--- src/rtl/iob_soc_sut_arb_pkg.sv ---
// iob_soc_sut_arb_pkg: shared FSM encoding, field-slice macro and defaults for the IOb arbiter
`ifndef IOB_SOC_SUT_ARB_PKG_SV
`define IOB_SOC_SUT_ARB_PKG_SV
`define IOB_SLICE(vec, idx, w) vec[(idx)*(w) +: (w)]
package iob_soc_sut_arb_pkg;
  typedef enum logic [1:0] {
    IDLE    = 2'd0,
    BUSY    = 2'd1,
    WAIT_RD = 2'd2
  } arb_state_t;
  localparam int TIMEOUT_W_DEF = 8;
endpackage
`endif

--- src/rtl/iob_soc_sut_rr_sel.sv ---
// iob_soc_sut_rr_sel: first requester at or after the pointer, modulo n
module iob_soc_sut_rr_sel #(
  parameter int N  = 2,
  parameter int GW = $clog2(N)
) (
  input  logic [N-1:0]  req,
  input  logic [GW-1:0] ptr,
  output logic [GW-1:0] idx,
  output logic          any
);
  always_comb begin
    idx = '0;
    any = |req;
    for (int i = N - 1; i >= 0; i--) begin
      if (req[(int'(ptr) + i) % N]) idx = GW'((int'(ptr) + i) % N);
    end
  end
endmodule

--- src/rtl/iob_soc_sut_iob_arbiter.sv ---
// iob_soc_sut_iob_arbiter: round-robin sharing of one IOb subordinate with read routing and watchdog
module iob_soc_sut_iob_arbiter
  import iob_soc_sut_arb_pkg::*;
#(
  parameter int N_MANAGERS = 2,
  parameter int ADDR_W     = 16,
  parameter int DATA_W     = 32,
  parameter int TIMEOUT_W  = TIMEOUT_W_DEF
) (
  input  logic                           clk_i,
  input  logic                           cke_i,
  input  logic                           arst_i,
  input  logic [N_MANAGERS-1:0]          m_avalid_i,
  input  logic [N_MANAGERS*ADDR_W-1:0]   m_addr_i,
  input  logic [N_MANAGERS*DATA_W-1:0]   m_wdata_i,
  input  logic [N_MANAGERS*DATA_W/8-1:0] m_wstrb_i,
  output logic [N_MANAGERS-1:0]          m_ready_o,
  output logic [N_MANAGERS-1:0]          m_rvalid_o,
  output logic [DATA_W-1:0]              m_rdata_o,
  output logic                           s_avalid_o,
  output logic [ADDR_W-1:0]              s_addr_o,
  output logic [DATA_W-1:0]              s_wdata_o,
  output logic [DATA_W/8-1:0]            s_wstrb_o,
  input  logic                           s_ready_i,
  input  logic                           s_rvalid_i,
  input  logic [DATA_W-1:0]              s_rdata_i,
  output logic [$clog2(N_MANAGERS)-1:0]  grant_o,
  output logic                           err_o
);
  localparam int GW = $clog2(N_MANAGERS);
  localparam int SW = DATA_W / 8;
  localparam logic [TIMEOUT_W-1:0] WD_MAX = '1;
  arb_state_t state;
  logic [GW-1:0] ptr, nxt, sel;
  logic [TIMEOUT_W-1:0] wdog;
  logic any, busy, wait_rd, g_av, rd, xfer, tmo, rv;
  logic [N_MANAGERS-1:0] oh;
  iob_soc_sut_rr_sel #(.N(N_MANAGERS), .GW(GW)) u_sel (
    .req (m_avalid_i),
    .ptr (ptr),
    .idx (sel),
    .any (any)
  );
  always_comb begin
    busy       = state == BUSY;
    wait_rd    = state == WAIT_RD;
    g_av       = m_avalid_i[grant_o];
    s_addr_o   = `IOB_SLICE(m_addr_i, int'(grant_o), ADDR_W);
    s_wdata_o  = `IOB_SLICE(m_wdata_i, int'(grant_o), DATA_W);
    s_wstrb_o  = `IOB_SLICE(m_wstrb_i, int'(grant_o), SW);
    rd         = ~|s_wstrb_o;
    s_avalid_o = cke_i & busy & g_av;
    xfer       = s_avalid_o & s_ready_i;
    // timeout response carries zero data even if the subordinate drives garbage
    tmo        = wait_rd & ~s_rvalid_i & (wdog == WD_MAX);
    rv         = cke_i & ((xfer & rd & s_rvalid_i) | (wait_rd & (s_rvalid_i | tmo)));
    oh         = {{(N_MANAGERS-1){1'b0}}, 1'b1} << grant_o;
    m_ready_o  = (cke_i & busy & s_ready_i) ? oh : '0;
    m_rvalid_o = rv ? oh : '0;
    m_rdata_o  = tmo ? '0 : s_rdata_i;
    nxt        = (grant_o == GW'(N_MANAGERS - 1)) ? '0 : grant_o + 1'b1;
  end
  always_ff @(posedge clk_i or posedge arst_i) begin
    if (arst_i) begin
      state   <= IDLE;
      grant_o <= '0;
      ptr     <= '0;
      wdog    <= '0;
      err_o   <= 1'b0;
    end else if (cke_i) begin
      case (state)
        IDLE: if (any) begin
          grant_o <= sel;
          state   <= BUSY;
        end
        BUSY: if (!g_av) begin
          ptr   <= nxt;
          state <= IDLE;
        end else if (s_ready_i) begin
          ptr   <= nxt;
          wdog  <= '0;
          state <= (rd && !s_rvalid_i) ? WAIT_RD : IDLE;
        end
        WAIT_RD: if (s_rvalid_i) state <= IDLE;
        else if (tmo) begin
          err_o <= 1'b1;
          state <= IDLE;
        end else wdog <= wdog + 1'b1;
        default: state <= IDLE;
      endcase
    end
  end
endmodule

--- config.mk ---
export PLATFORM = sky130hd
export DESIGN_NAME = iob_soc_sut_iob_arbiter
export DESIGN_NICKNAME = d
export VERILOG_FILES = /design/src/rtl/iob_soc_sut_arb_pkg.sv /design/src/rtl/iob_soc_sut_rr_sel.sv /design/src/rtl/iob_soc_sut_iob_arbiter.sv
export SDC_FILE = /design/constraint.sdc
export NUM_CORES = 1
export LEC_CHECK = 0
export CORE_MARGIN = 5
export CORE_UTILIZATION = 25
export CTS_CLUSTER_DIAMETER = 50
export CTS_CLUSTER_SIZE = 12
export DETAILED_ROUTE_END_ITERATION = 10
export GPL_TIMING_DRIVEN = 0
export PLACE_DENSITY = 0.94
export RECOVER_POWER = 25
export SYNTH_ARGS = -nofsm -noshare
export SYNTH_HDL_FRONTEND = slang
export SYNTH_SLANG_ARGS = --single-unit
--- constraint.sdc ---
create_clock -name clk_i -period 2.79 [get_ports clk_i]
set_input_delay 0.4185 -clock clk_i [delete_from_list [all_inputs] [get_ports clk_i]]
set_output_delay 0.4185 -clock clk_i [all_outputs]
set_load 0.01 [all_outputs]
# Word level (Yosys, flattened, before mapping)
# Cells that the tools add are included.
dict set report totals {
  regBits 13
  in_bits 143
  output_inout_bits 91
}
dict set report op_classes {
  n_addsub 3
  order_cmp 3
  n_eq_ne 11
  n_shift 4
  mux 27
  n_bitwise 14
  n_reduce_logical 12
}
# operator count
set ops {}
lappend ops {{64-bit by 7-bit variable part select with 32-bit output} 1}
lappend ops {{32-bit two-way mux} 1}
lappend ops {{8-bit two-way mux} 4}
lappend ops {{32-bit by 6-bit variable part select with 16-bit output} 1}
lappend ops {{2-bit two-way mux} 8}
lappend ops {{8-bit case mux with 2 select lines} 1}
lappend ops {{1-bit two-way mux} 12}
lappend ops {{1-bit AND} 10}
lappend ops {{2-bit inequality test, second input constant} 5}
lappend ops {{8-bit by 1-bit adder with 8-bit output, second input constant} 1}
lappend ops {{8-bit equality test, second input constant} 1}
lappend ops {{4-bit AND reduction} 2}
lappend ops {{8-bit by 4-bit variable part select with 4-bit output} 1}
lappend ops {{2-bit case mux with 3 select lines} 1}
lappend ops {{3-bit AND reduction} 2}
lappend ops {{6-bit AND reduction} 1}
lappend ops {{1-bit by 2-bit less-than comparator with 1-bit output, second input constant} 2}
lappend ops {{4-bit OR reduction} 1}
lappend ops {{2-bit by 3-bit less-than comparator with 1-bit output, second input constant} 1}
lappend ops {{3-bit by 2-bit inequality test with 1-bit output, second input constant} 1}
lappend ops {{3-bit inequality test, second input constant} 1}
lappend ops {{1-bit adder, second input constant} 2}
lappend ops {{2-bit by 1-bit equality test with 1-bit output, second input constant} 1}
lappend ops {{2-bit equality test, second input constant} 1}
lappend ops {{other kinds (10)} 12}

# Depth between registers and ports, before layout
# Gate-level depths: netlist (run 1).
dict set report depth {
  depth_word 9
  depth_mapped 6
}

# By module
# Synthesis (run 1) repeated with hierarchy kept, for this count alone.
dict set report unflattened {
  hier_cells 190
  area_unflattened_um2 1717.9
}
# mod instances cells_per_inst area_per_inst_um2 seq_area_each_um2
set modules_own_cells {}
lappend modules_own_cells {iob_soc_sut_iob_arbiter 1 187 1700.4 325.3}
lappend modules_own_cells {iob_soc_sut_rr_sel 1 3 17.5 0.0}

# Worst setup path before layout (run 1)
# No wires, ideal clock.
dict set report synth_path {
  path_type {reg-to-output}
  from {register wdog[0]}
  to {output m_rdata_o[22]}
  arrival_ns 1.678
  t_required_ns 2.372
  path_slack_ns 0.693
  stages_incl_launch_ff 7
  path_buffers 1
  cell_sequence {dfrtp_1 -> ha_1 -> and3_1 -> nand2_1 -> nor3_2 -> clkbuf_1 -> and2b_1}
}
dict set report synth_via {
  elab_chain_len 3
}
# element line
set synth_rtl {}
lappend synth_rtl {{from (decl)} iob_soc_sut_iob_arbiter.sv:35} ;# logic [TIMEOUT_W-1:0] wdog;
lappend synth_rtl {{from (signal assigned)} iob_soc_sut_iob_arbiter.sv:88} ;# end else wdog <= wdog + 1'b1;
lappend synth_rtl {{8-bit equality test} iob_soc_sut_iob_arbiter.sv:55} ;# tmo = wait_rd & ~s_rvalid_i & (wdog == WD_MAX);
lappend synth_rtl {{1-bit AND} iob_soc_sut_iob_arbiter.sv:55}
lappend synth_rtl {{32-bit two-way mux} iob_soc_sut_iob_arbiter.sv:60} ;# m_rdata_o = tmo ? '0 : s_rdata_i;
lappend synth_rtl {{to (decl)} iob_soc_sut_iob_arbiter.sv:19} ;# output logic [DATA_W-1:0] m_rdata_o,
# No other way between the ends.

# Worst setup path after layout (run 1)
dict set report layout_path {
  from {register wdog[0]}
  to {output m_rdata_o[3]}
}
# Same word-level chain as after synthesis.

==> impl_metrics.ini, run 1 <==
[cells_and_area]
final_util_pct = 66.5
area_delta_synth_final_pct = 155
drive_gt1_share_pct = 17.8
fin_area_um2 = 4270
regArea_um2 = 327
final_cells = 510
n_antenna_cell = 0
fin_nets = 578
layout_common_cells = clkdlybuf4s50_1 (227), mux2_2 (52), nor2b_1 (28), dfrtp_1 (12), nand2_1 (9)
multi_input_area_um2 = 1310
fillCellCount = 513
final_common_cell = clkdlybuf4s50_1

[routing]
firstDrtPassIters = 4
via_per_inst = 4.73
drtIter0Drc = 84
antenna_left = 0
vias = 2414
drc_errors = 0
wire_per_inst_um = 18.8
routed_wl_um = 9600

[worst_setup_path]
crit_path_max_incr_delay_ns = 0.47
cp_data_arrival_time_ns = 2.26
cp_slowest_cell = clkdlybuf4s50_1
crit_chain = ha_4 > and3_4 > nand2_1 > nor3_4 > buf_6 > and2b_1 > clkdlybuf4s50_1
path_class = reg -> out
path_buf_inv = 2
crit_required_ns = 2.37
end_kind = output pin
cp-start-kind = flip-flop
cp_max_fo = 10
cpLargestDelayFamily = simple AND/OR/NAND/NOR gates

[floorplanning]
die_w_um = 91.8
die-area_um2 = 8430
rows = 29
ios = 234
start_util_pct = 26.0
coreArea_um2 = 6420
die_h_um = 91.8

[logic_synthesis]
ys_seq_area_share_pct = 19.4
syn_nets = 335
synth_top_cell_area_share_pct = 35.0
ys.flop_type = dfrtp_1
synth_edf_count = 0
async_flop_share_pct = 100
synth_seq_cells = 13
yosysUniqueCellTypes = 40
syn_area_um2 = 1670
avgSynthCellArea_um2 = 8.76
synth_area_leaders = mux2_2 (35%), dfrtp_1 (19%), nor2b_1 (10%)
syn_inst = 191
ys_warn_count = 0
yosysTopAreaCell = mux2_2

[global_routing]
grt_pass1_vias = 2465
grt_max_degree = 14
overflow = 0
antenna_found_initial = 0
grt_pass1_wl_um = 13600
grt_usage_pct = 20.5

[placement]
dp_cells = 501
dp_hpwl_um = 8300
dp_worst_setup_slack_ns = -0.106
globalplace.congestion = 0.856
portBuffers = 233
dpl_cell_area_um2 = 4100

[timing]
setup_viol = 0
slew_viol_final = 0
layout_setup_ws_ns = 0.109
max_freq_ghz = 0.373
fin_worst_skew_ns = 0.00601
fin_crit_ns = 2.68
maxSlewHeadroom_pct = 63.1
fin_crit_sh_pct = 96.1
worstMarginPinSlew_ns = 0.553
hold_violations = 0

[power]
switching_share_pct = 36.0
p_int_uw = 1360
power_density_nw_per_um2 = 498
ir_worst_vdd_v = 0.000375
p_seq_share_pct = 13.7
p_total_uw = 2130
leakagePower_uw = 0.00173
power_frac_comb_pct = 77.9
power_switching_uw = 767
clkPwrFrac_pct = 8.4

[min_path]
hold_class = reg -> reg

[run_status]
status = completed

[cts]
cts.sinks = 13
clockRootBuffer = clkbuf_8
clock_latency_ns = 0.25
cts.clk_slew.worst_paths_ns = 0.06
cts_max_path_buffers = 2
hold_buffers = 0
cts_buffers = 3
tritoncts = done
h-tree-depth = 1

[flow_run]
maxCapViolCount = 0
-- metal layers --
metal	part of all wire, %	track usage [%]	vias up
met5	0	0	-
met1	35	20.3	1096
met4	1.2	4.83	0
met3	9.8	6.87	11
met2	54	40.7	132
li1	-	-	1175
-- power groups by stage --
stage / combinational [uW] / clock [uW] / sequential (uW)
finish: 1660 / 178 / 291
global route: 1760 / 190 / 300
CTS: 1620 / 178 / 290
detailed placement: 1610 / 0 / 292
global placement: 1590 / 0 / 288
floorplan: 755 / 0 / 282
-- worst reg2reg max path: stages, from the launching register on --
cell and delay (ns):
dfrtp_1 0.41, ha_4 0.19, and3_4 0.19, a2111o_1 0.41, and2_1 0.16, buf_6 0.13
a211o_1 0.29
-- final cells by class --
| class | instances | area share [%] |
|---|---|---|
| Tap cell | 77 | 2.25 |
| Timing Repair Buffer | 238 | 55.8 |
| Clock buffer | 4 | 1.05 |
| Inverter | 4 | 0.351 |
| Buffer | 13 | 2.23 |
| Multi-Input combinational cell | 161 | 30.7 |
| Sequential cell | 13 | 7.64 |
-- logic make-up (layout without fill, tap and decap cells) --
kind of cell | Yosys count | in the layout | share of synthesized area [%]
mux | 53 | 53 | 35.6
flops | 13 | 13 | 19.4
compound gates | 28 | 28 | 11.1
buf+inv | 17 | 259 | 4.86
fa+ha+maj | 1 | 1 | 0.748
simple gates | 79 | 79 | 28.3
-- per-stage QoR --
stage               hold slack [ns]  setup TNS [ns]
floorplan                     0.295               0
global placement              0.445          -0.221
detailed placement            0.450          -0.312
CTS                           0.463        -0.00254
global route                  0.477         -0.0249
finish                        0.458               0
-- state kept, by name, summed over array words and instances (netlist names) --
signal,flops
wdog,8
state,2
err_o,1
grant_o,1
ptr,1
-- worst paths after layout --
path / start / endpoint / slack, ns / cells after the start
worst min register to register: err_o / err_o / 0.46 / 1
worst min-delay path: err_o / err_o / 0.46 / 1
worst max-delay path: wdog[0] / m_rdata_o[3] / 0.11 / 7
min in group asynchronous: arst_i / wdog[4] / 0.64 / 2
worst max register to register: wdog[0] / wdog[7] / 0.89 / 6
max in group asynchronous: arst_i / wdog[3] / 1.76 / 2
-- Yosys cell counts (5+ instances only) --
library cell / count
a21oi_1: 6
and2b_1: 5
buf_1: 5
dfrtp_1: 13
mux2_2: 52
nand2_1: 9
nand3_1: 5
nor2_1: 6
nor2b_1: 28
nor3_1: 7
o21ai_0: 7
-- repair_timing --
| item | CTS | global route |
|---|---|---|
| gates cloned | 0 | 0 |
| setup buffers | 1 | 4 |
| pin swaps | 1 | 1 |
| gates resized for setup | 9 | 20 |
| endpoints found under the setup margin | 39 | 27 |
(Power assumes the default switching activity.)
==> inputs of run 2 (changes only) <==
--- a/config.mk
+++ b/config.mk
@@ -8,7 +8,7 @@
 export CORE_MARGIN = 5
 export CORE_UTILIZATION = 25
 export CTS_CLUSTER_DIAMETER = 50
-export CTS_CLUSTER_SIZE = 12
+export CTS_CLUSTER_SIZE = 25
 export DETAILED_ROUTE_END_ITERATION = 10
 export GPL_TIMING_DRIVEN = 0
 export PLACE_DENSITY = 0.94
==> results of run 2 <==
The final DEF is identical to that of run 1; final timing and power are the same.
